--- config.mk ---
export PLATFORM = sky130hd
export DESIGN_NAME = cond_inv_pipe
export DESIGN_NICKNAME = d
export VERILOG_FILES = /design/src/rtl/cond_inv_pkg.sv /design/src/rtl/cond_inv_stage.sv /design/src/rtl/cond_inv_pipe.sv
export SDC_FILE = /design/constraint.sdc
export NUM_CORES = 1
export LEC_CHECK = 0
export ABC_AREA = 1
export CORE_ASPECT_RATIO = 2
export CORE_MARGIN = 1.5
export CORE_UTILIZATION = 47
export DETAILED_ROUTE_END_ITERATION = 16
export PLACE_DENSITY = 0.79
export SYNTH_ARGS = -nofsm -noshare
export SYNTH_HDL_FRONTEND = slang
export SYNTH_SLANG_ARGS = --single-unit
--- constraint.sdc ---
create_clock -name clkpos -period 1.2 [get_ports clkpos]
set_input_delay 0.18 -clock clkpos [delete_from_list [all_inputs] [get_ports clkpos]]
set_output_delay 0.18 -clock clkpos [all_outputs]
set_load 0.02 [all_outputs]
--- src/rtl/cond_inv_pkg.sv ---
// rtl/cond_inv_pkg.sv - mode encoding and the shared conditional-invert function
package cond_inv_pkg;

    // Widest operand the shared function handles; narrower callers zero-extend and slice.
    localparam int CI_MAX_W = 64;

    typedef enum logic [1:0] {
        MODE_PASS = 2'b00,
        MODE_MASK = 2'b01,
        MODE_INV  = 2'b10,
        MODE_ZERO = 2'b11
    } mode_t;

    // Returns {cin, result}; cin is set only on the subtract path.
    function automatic logic [CI_MAX_W:0] cond_inv_f(
        input logic [CI_MAX_W-1:0] a,
        input logic [CI_MAX_W-1:0] b,
        input mode_t               mode
    );
        logic [CI_MAX_W:0] r;
        r = '0;
        unique case (mode)
            MODE_PASS: r = {1'b0, a};
            MODE_MASK: r = {1'b0, a ^ b};
            MODE_INV:  r = {1'b1, ~a};
            MODE_ZERO: r = '0;
        endcase
        return r;
    endfunction

endpackage

--- src/rtl/cond_inv_stage.sv ---
// rtl/cond_inv_stage.sv - one {valid, data, cin} pipeline register with load enable
module cond_inv_stage
#(
    parameter int WIDTH = 16
)
(
    input  logic             clk,
    input  logic             rst,
    input  logic             en,
    input  logic             valid_d,
    input  logic [WIDTH-1:0] data_d,
    input  logic             cin_d,
    output logic             valid_q,
    output logic [WIDTH-1:0] data_q,
    output logic             cin_q
);

    always_ff @(posedge clk or posedge rst) begin
        if (rst) begin
            valid_q <= 1'b0;
            data_q  <= '0;
            cin_q   <= 1'b0;
        end else if (en) begin
            valid_q <= valid_d;
            data_q  <= data_d;
            cin_q   <= cin_d;
        end
    end

endmodule

--- src/rtl/cond_inv_pipe.sv ---
// rtl/cond_inv_pipe.sv - pipelined conditional inverter with carry-in side-band and valid/ready flow control
module cond_inv_pipe
    import cond_inv_pkg::*;
#(
    parameter int WIDTH  = 16,
    parameter int STAGES = 2
)
(
    input  logic             clkpos,
    input  logic             reset,
    input  logic             vdd,
    input  logic             vss,
    input  logic             in_valid,
    output logic             in_ready,
    input  logic [WIDTH-1:0] a,
    input  logic [WIDTH-1:0] b,
    input  logic [1:0]       mode,
    output logic             out_valid,
    input  logic             out_ready,
    output logic [WIDTH-1:0] out,
    output logic             cin_out,
    output logic             busy
);

    logic [CI_MAX_W:0] fr;
    logic              adv;
    logic              unused_supply;

    // Index 0 is the combinational operand-prep result; index k is stage k.
    logic [STAGES:0]   v;
    logic [STAGES:0]   c;
    logic [WIDTH-1:0]  d [0:STAGES];

    assign unused_supply = vdd ^ vss;

    assign fr   = cond_inv_f(CI_MAX_W'(a), CI_MAX_W'(b), mode_t'(mode));
    assign v[0] = in_valid;
    assign d[0] = fr[WIDTH-1:0];
    assign c[0] = fr[CI_MAX_W];

    if (WIDTH < CI_MAX_W) begin : g_pad
        logic unused_hi;
        assign unused_hi = ^fr[CI_MAX_W-1:WIDTH];
    end

    // Whole pipe moves or whole pipe holds; bubbles are never squeezed out.
    assign adv      = out_ready | ~out_valid;
    assign in_ready = adv;

    for (genvar k = 1; k <= STAGES; k++) begin : g_stage
        cond_inv_stage #(.WIDTH(WIDTH)) u_stage (
            .clk     (clkpos),
            .rst     (reset),
            .en      (adv),
            .valid_d (v[k-1]),
            .data_d  (d[k-1]),
            .cin_d   (c[k-1]),
            .valid_q (v[k]),
            .data_q  (d[k]),
            .cin_q   (c[k])
        );
    end

    assign out_valid = v[STAGES];
    assign out       = d[STAGES];
    assign cin_out   = c[STAGES];
    assign busy      = |v[STAGES:1];

endmodule

==> flow_summary.yaml <==
outcome:
  status: "finished, final reports clean"
routing:
  antenna_left: 0
  routed_wl_um: 3630
  drcViolationCount: 0
  vias: 1714
  wire_per_inst_um: 9.82
  via_per_inst: 4.64
  drt-pass1-iter-count: 4
  drt_iter0_markers: 48
final_layout:
  layout_commonest_cell: "nand2_1"
  diodes: 0
  syn_to_final_growth_pct: 31.3
  layout_common_cells: "nand2_1, clkdlybuf4s50_1, dfrtp_1"
  fillerInstances: 409
  nets: 357
  final_area_mm2: 0.00255
  drive_gt1_frac: 0.0694
critical_path:
  critPathTopFamily: "flip-flops"
  crit_slowest_cell: "dfrtp_1"
  cp_cell_sequence: "dlygate4sd2_1"
  crit_buf_inv: 1
  start_kind: "flop"
  worstSetupPathType: "reg -> out"
  worstSetupEndpointType: "output port"
  max_stage_delay_ns: 0.38
  arrival_ns: 0.98
  cp_data_required_time_ns: 1.02
  critPathMaxFanout: 2
job:
  maxCapViolations: 0
timing:
  fin_skew_ns: 0.00268
  slew_viol_final: 0
  max_slew_margin: 0.796
  rsz0062_at_grt: "yes"
  tightestPinTransition_ns: 0.305
  max_freq_ghz: 0.860
  hold_viol: 0
  setup_viol: 0
  timing.final.crit_share: 0.969
  min_period_ns: 1.16
die:
  rows: 33
  die_w_um: 48.5
  die-area_mm2: 0.00456
  start_util: 0.481
  num_io_pins: 60
  die_h_um: 94.0
  core_area_mm2: 0.00405
synthesis:
  synth.distinct_cells: 14
  netlist_area_mm2: 0.00195
  synthCells: 274
  ys_warn_count: 0
  yosysSeqAreaShare: 0.463
  synth_fp_nets: 314
  yosys.area.top_type: "dfrtp_1"
  synth_area_per_cell_um2: 7.10
  yosys-top-cells-area: "dfrtp_1, nand2_1, nand3_1"
  ys_ff_latch: 36
  yosysTopAreaCellShare: 0.463
grt:
  antenna_found_initial: 0
  grt_max_degree: 38
  grt_pass1_wl_um: 6290
  overflow: 0
  grtUsageTotal: 0.176
  grt_pass1_vias: 1587
power_and_ir_drop:
  ir_drop_uv: 680
  power.leakage_nw: 1.42
  power_per_cell_area_mw_per_mm2: 1330
  power_mw: 3.40
placement:
  placed_area_mm2: 0.00247
  io_buffers: 57
  dp_hpwl_um: 2660
  gp_congestion: 0.716
cts:
  clkSlewWorstSetupHoldPaths_ns: 0.06
  cts_buffers: 5
  clock_latency_ns: 0.28
  clkSinkCount: 36
  cts_max_level: 2
  cts_root_buf: "clkbuf_8"
  cts_tree: "built"
  ctsHoldBuffers: 0
  clockBufferDepth: 2
worst_hold_path:
  hp-class: "in -> async"
==> worst reg2reg max path: cells and delay by family (launching register included) <==
family	cells	cell delay, ns
buffers and inverters	3	0.41
flip-flops	1	0.40
AND/OR/NAND/NOR	3	0.29
==> flip-flops by register name, indices dropped and copies added, names as in the netlist <==
name and flops:
g_stage.u_stage.valid_q 2, g_stage.u_stage.cin_q 2, g_stage.u_stage.data_q 32
==> layout make-up <==
type	count	area [µm²]	share of cell area
multi-input combinational	187	761	0.298
timing repair buffer	65	648	0.254
clock buffer	7	96.3	0.0377
tap	52	65.1	0.0255
sequential	36	901	0.353
inverter	22	82.6	0.0323
==> Yosys cell counts <==
cell	n
buf_2	6
o21ai_0	2
inv_1	19
buf_6	3
nand2_2	1
o21ai_1	1
nand2_1	149
clkbuf_1	2
inv_2	3
nor2_1	1
nor2_4	1
nand3_1	32
dfrtp_1	36
buf_4	18
==> per-stage QoR <==
step | std cells | utilization | setup slack (ns) | TNS [ns] | hold WS, ns
detailed placement | 362 | 0.611 | -0.352 | -6.17 | 0.453
CTS | 369 | 0.628 | 0.00833 | 0 | 0.250
global route | 369 | 0.631 | -0.0263 | -0.0631 | 0.254
floorplan | 274 | - | 0.0129 | 0 | 0.301
finish | 369 | 0.631 | 0.0368 | 0 | 0.242
global placement | 362 | 0.611 | -0.351 | -5.76 | 0.451
==> power by group <==
part	switching, mW	leakage [nW]	internal (mW)
logic	0.556	0.930	0.420
registers	0.105	0.437	1.43
clock network	0.373	0.0503	0.510
total	1.03	1.42	2.36
==> timing repair <==
item	4_1_cts	5_1_grt
gates resized for setup	27	5
gates cloned	0	0
buffers inserted	0	0
setup endpoints to repair	21	8
==> cells by family (layout without fill, tap and decap cells) <==
logic type / count (synthesis) / count (layout) / synth area share
flops: 36 / 36 / 0.463
compound gates: 3 / 3 / 0.00771
simple gates: 184 / 184 / 0.381
buf+inv: 51 / 94 / 0.149
==> final timing paths <==
path | start | end | slack (ns) | depth (start not counted)
setup / recovery | g_stage[2].u_stage.data_q[2] | out[2] | 0.04 | 1
hold reg to reg | g_stage[2].u_stage.data_q[13] | g_stage[2].u_stage.data_q[13] | 0.47 | 2
hold / removal | reset | g_stage[1].u_stage.data_q[1] | 0.24 | 3
min in group clkpos | g_stage[2].u_stage.data_q[13] | g_stage[2].u_stage.data_q[13] | 0.47 | 2
max in group asynchronous | reset | g_stage[1].u_stage.data_q[10] | 0.78 | 3
setup reg to reg | g_stage[2].u_stage.valid_q | g_stage[1].u_stage.data_q[11] | 0.06 | 6
==> layer usage <==
| layer | global-route usage | up-vias | wire length [µm] | share of wire |
|---|---|---|---|---|
| li1 | - | 893 | - | - |
| met1 | 0.173 | 770 | 1430 | 0.40 |
| met2 | 0.344 | 42 | 1970 | 0.54 |
| met3 | 0.0303 | 9 | 127 | 0.035 |
| met4 | 0.0857 | 0 | 98 | 0.027 |
| met5 | 0 | - | 0 | 0 |
Power figures use the tool's default switching activity.
==> RTL change 1 (same settings) <==
`STAGES`: 2 -> 4.
--- a/src/rtl/cond_inv_pipe.sv
+++ b/src/rtl/cond_inv_pipe.sv
@@ -5,3 +5,3 @@
     parameter int WIDTH  = 16,
-    parameter int STAGES = 2
+    parameter int STAGES = 4
 )
Check against the original RTL: not equivalent (a bounded check fails within 4 cycles, from zero or initial values and one cycle with reset high).
==> RTL change 1 against the original RTL <==
- the flow now finishes with violations (negative setup slack)
- routed wire length up 110%
- sequential cell count rose by 36
- total power increased to 3.2 times the old value
- worst setup slack lost 0.16 ns
- clock skew grew 0.0030 ns
- combinational power grew to 3.9 times the old value
- synthesized area is 68% higher
- design area up 78%
==> RTL change 1: results (changes against the original RTL) <==
fin nets=510 (was 357); Via Count=2737 (was 1714); Multi-In Gates=261 (was 187); GR Util All Layers=19.2% (was 17.6%); sequential cell area share=39.6% (was 35.3%); TNS Setup=-0.179 ns (was 0 ns); largest net degree at the start of global routing=57 (was 38); Setup violations, final=3 (was 0); Worst-Skew Late Latency=0.33 ns (was 0.28 ns); CTS resizes=44 (was 27); Cell Area, Placed=3880 um^2 (was 2470 um^2); first-pass GRT wire length=10900 um (was 6290 um); Seq/Total Area, Yosys=55.2% (was 46.3%); complex-gate fraction of the synthesized area=5.67% (was 0.772%); placed instance count=533 (was 362); RR Endpoint=g_stage[2].u_stage.cin_q (was g_stage[1].u_stage.data_q[11]); worst path arrival time=1.14 ns (was 0.98 ns); Syn Inst Count=409 (was 274); clock buffer count=11 (was 7); status=finished with violations (was completed); Non-CTS buffers=86 (was 65); CTS buffer count=9 (was 5); Fill cells=517 (was 409); Slew headroom=80.2% (was 79.6%); layout cells sized above 1=19.4% (was 6.94%); violated checks=negative setup slack; slack of the critical path=-0.124 ns (was 0.0368 ns); synth top area cells=dfrtp_1 55%, nand2_1 22%, nand3_1 4.9%, o21ai_1 4.6%, buf_4 4.4% (was dfrtp_1 46%, nand2_1 29%, nand3_1 8.2%, buf_4 6.9%, inv_1 3.7%)
==> RTL change 1: cell count changes after synthesis, sizes merged <==
cell,delta
nand2,+39
clkbuf,-2
nand4,+1
dfrtp,+36
buf,+9
o21ai,+34
inv,+18
==> RTL change 1: worst max path at each step <==
stage                                     startpoint                           end  slack (ns)  cells after the start
after CTS                 g_stage[4].u_stage.valid_q                          busy       -0.14                      4
after global placement                     out_ready                      in_ready       -0.35                      4
after detailed placement                   out_ready                      in_ready       -0.37                      4
after global routing      g_stage[4].u_stage.valid_q                          busy       -0.16                      4
final                     g_stage[4].u_stage.valid_q                          busy       -0.12                      4
after floorplan           g_stage[4].u_stage.valid_q  g_stage[4].u_stage.data_q[0]        0.02                      6
==> RTL change 1: routing by layer <==
metal | track usage, % | wire length, um | up-vias
met5 | 0 | 0 | -
li1 | - | - | 1367
met4 | 8.91 | 199 | 0
met1 | 22.6 | 2970 | 1281
met2 | 32.2 | 4190 | 73
met3 | 3.85 | 270 | 16
==> RTL change 2 (config.mk and constraints unchanged) <==
Without the edit above. Register the input `mode` before use, without a reset. The logic sees it one clock later. The other inputs are not delayed to match.
--- a/src/rtl/cond_inv_pipe.sv
+++ b/src/rtl/cond_inv_pipe.sv
@@ -24,2 +24,8 @@
 
+    logic [1:0] mode_q;
+
+    always_ff @(posedge clkpos) begin
+        mode_q <= mode;
+    end
+
     logic [CI_MAX_W:0] fr;
@@ -35,3 +41,3 @@
 
-    assign fr   = cond_inv_f(CI_MAX_W'(a), CI_MAX_W'(b), mode_t'(mode));
+    assign fr   = cond_inv_f(CI_MAX_W'(a), CI_MAX_W'(b), mode_t'(mode_q));
     assign v[0] = in_valid;
Behaviour: not the same (a bounded check fails within 4 cycles, from zero or initial values and one cycle with reset high).
==> RTL change 2 against the original RTL <==
- design area stayed put
- sequential cell count is 2 higher
- via count is 2.2% lower
- non-clock buffer count is 3 lower
- worst setup slack worse by 0.0023 ns
- first-iteration DRC count is 23% lower
- synthesized cell count is 0.73% higher
- total power is 0.80% higher
- synthesized area is 2.1% higher
- routed wire length is 1.5% lower
- die area is 2.0% higher
==> RTL change 2: results (changes against the original RTL) <==
GRT met1 Usage=18.4% (was 17.3%); initial antenna violation count=0 (unchanged); mean routed wirelength per cell=9.67 um (was 9.82 um); Cell Area, Placed=2480 um^2 (was 2470 um^2); Routed WL=3570 um (was 3630 um); Syn Inst Count=276 (was 274); worst-margin pin slew=0.312 ns (was 0.305 ns); Worst setup endpoint=out_valid (was out[2]); Net Sw Frac=30.7% (was 30.4%); Critical path origin=g_stage[2].u_stage.valid_q (was g_stage[2].u_stage.data_q[2]); GP Congestion=0.746 (was 0.716); GR Util All Layers=16.8% (was 17.6%); Initial DRC Count=37 (was 48); layout cells sized above 1=5.99% (was 6.94%); dpl ws=-0.363 ns (was -0.352 ns); Synth cell types=15 (was 14); status=completed (unchanged); synth top area cells=dfrtp_1 45%, nand2_1 28%, nand3_1 8.1%, buf_4 6.8%, inv_1 3.6% (was dfrtp_1 46%, nand2_1 29%, nand3_1 8.2%, buf_4 6.9%, inv_1 3.7%); CP max stage cell=dfrtp_1 (unchanged); Peak VDD IR=0.000781 V (was 0.000680 V); GR Util met2=30.1% (was 34.4%); Leakage Power=1.41 nW (was 1.42 nW); Seq/Total Area, Yosys=47.4% (was 46.3%); HPWL after DPL=2640 um (was 2660 um); vias in the first global route=1448 (was 1587); placed instance count=361 (was 362); routing usage on met3=2.85% (was 3.03%); internal reg-to-reg setup slack=0.08 ns (was 0.06 ns); worst clock skew=0.00461 ns (was 0.00268 ns); met1 wire length=1480 um (was 1430 um); Fill cells=359 (was 409); CTS resizes=26 (was 27); met3 wire length=107 um (was 127 um); Async S/R FF share, synth=94.7% (was 100%); via/cell ratio=4.54 (was 4.64); met2 routed WL=1870 um (was 1970 um); first-pass GRT wire length=6040 um (was 6290 um); Min Hold Slack=0.249 ns (was 0.242 ns); FF-to-FF Start=mode_q[0] (was g_stage[2].u_stage.valid_q); syn_nets=316 (was 314)
==> RTL change 2: cell type report <==
| class | instances | area [um^2] | share of cell area [%] |
|---|---|---|---|
| Clock buffer | 7 | 86.3 | 3.38 |
| Clock inverter | 1 | 5.00 | 0.196 |
| Inverter | 22 | 85.1 | 3.33 |
| Multi-Input combinational cell | 187 | 761 | 29.8 |
| Sequential cell | 38 | 941 | 36.8 |
| Tap cell | 52 | 65.1 | 2.55 |
| Timing Repair Buffer | 62 | 611 | 23.9 |
==> RTL change 2: cell families (layout without fill, tap and decap cells) <==
logic type,Yosys count,in the layout,synth area share (%)
simple gates,184,184,37.3
buf+inv,51,92,14.6
flops,38,38,47.4
compound gates,3,3,0.756
==> RTL change 2: power groups by stage <==
stage | clock network, mW | logic [mW] | registers (mW)
floorplan | 0 | 0.754 | 1.63
CTS | 0.882 | 0.959 | 1.61
finish | 0.857 | 0.955 | 1.61
global placement | 0 | 1.03 | 1.63
detailed placement | 0 | 1.05 | 1.64
global route | 0.928 | 1.06 | 1.65
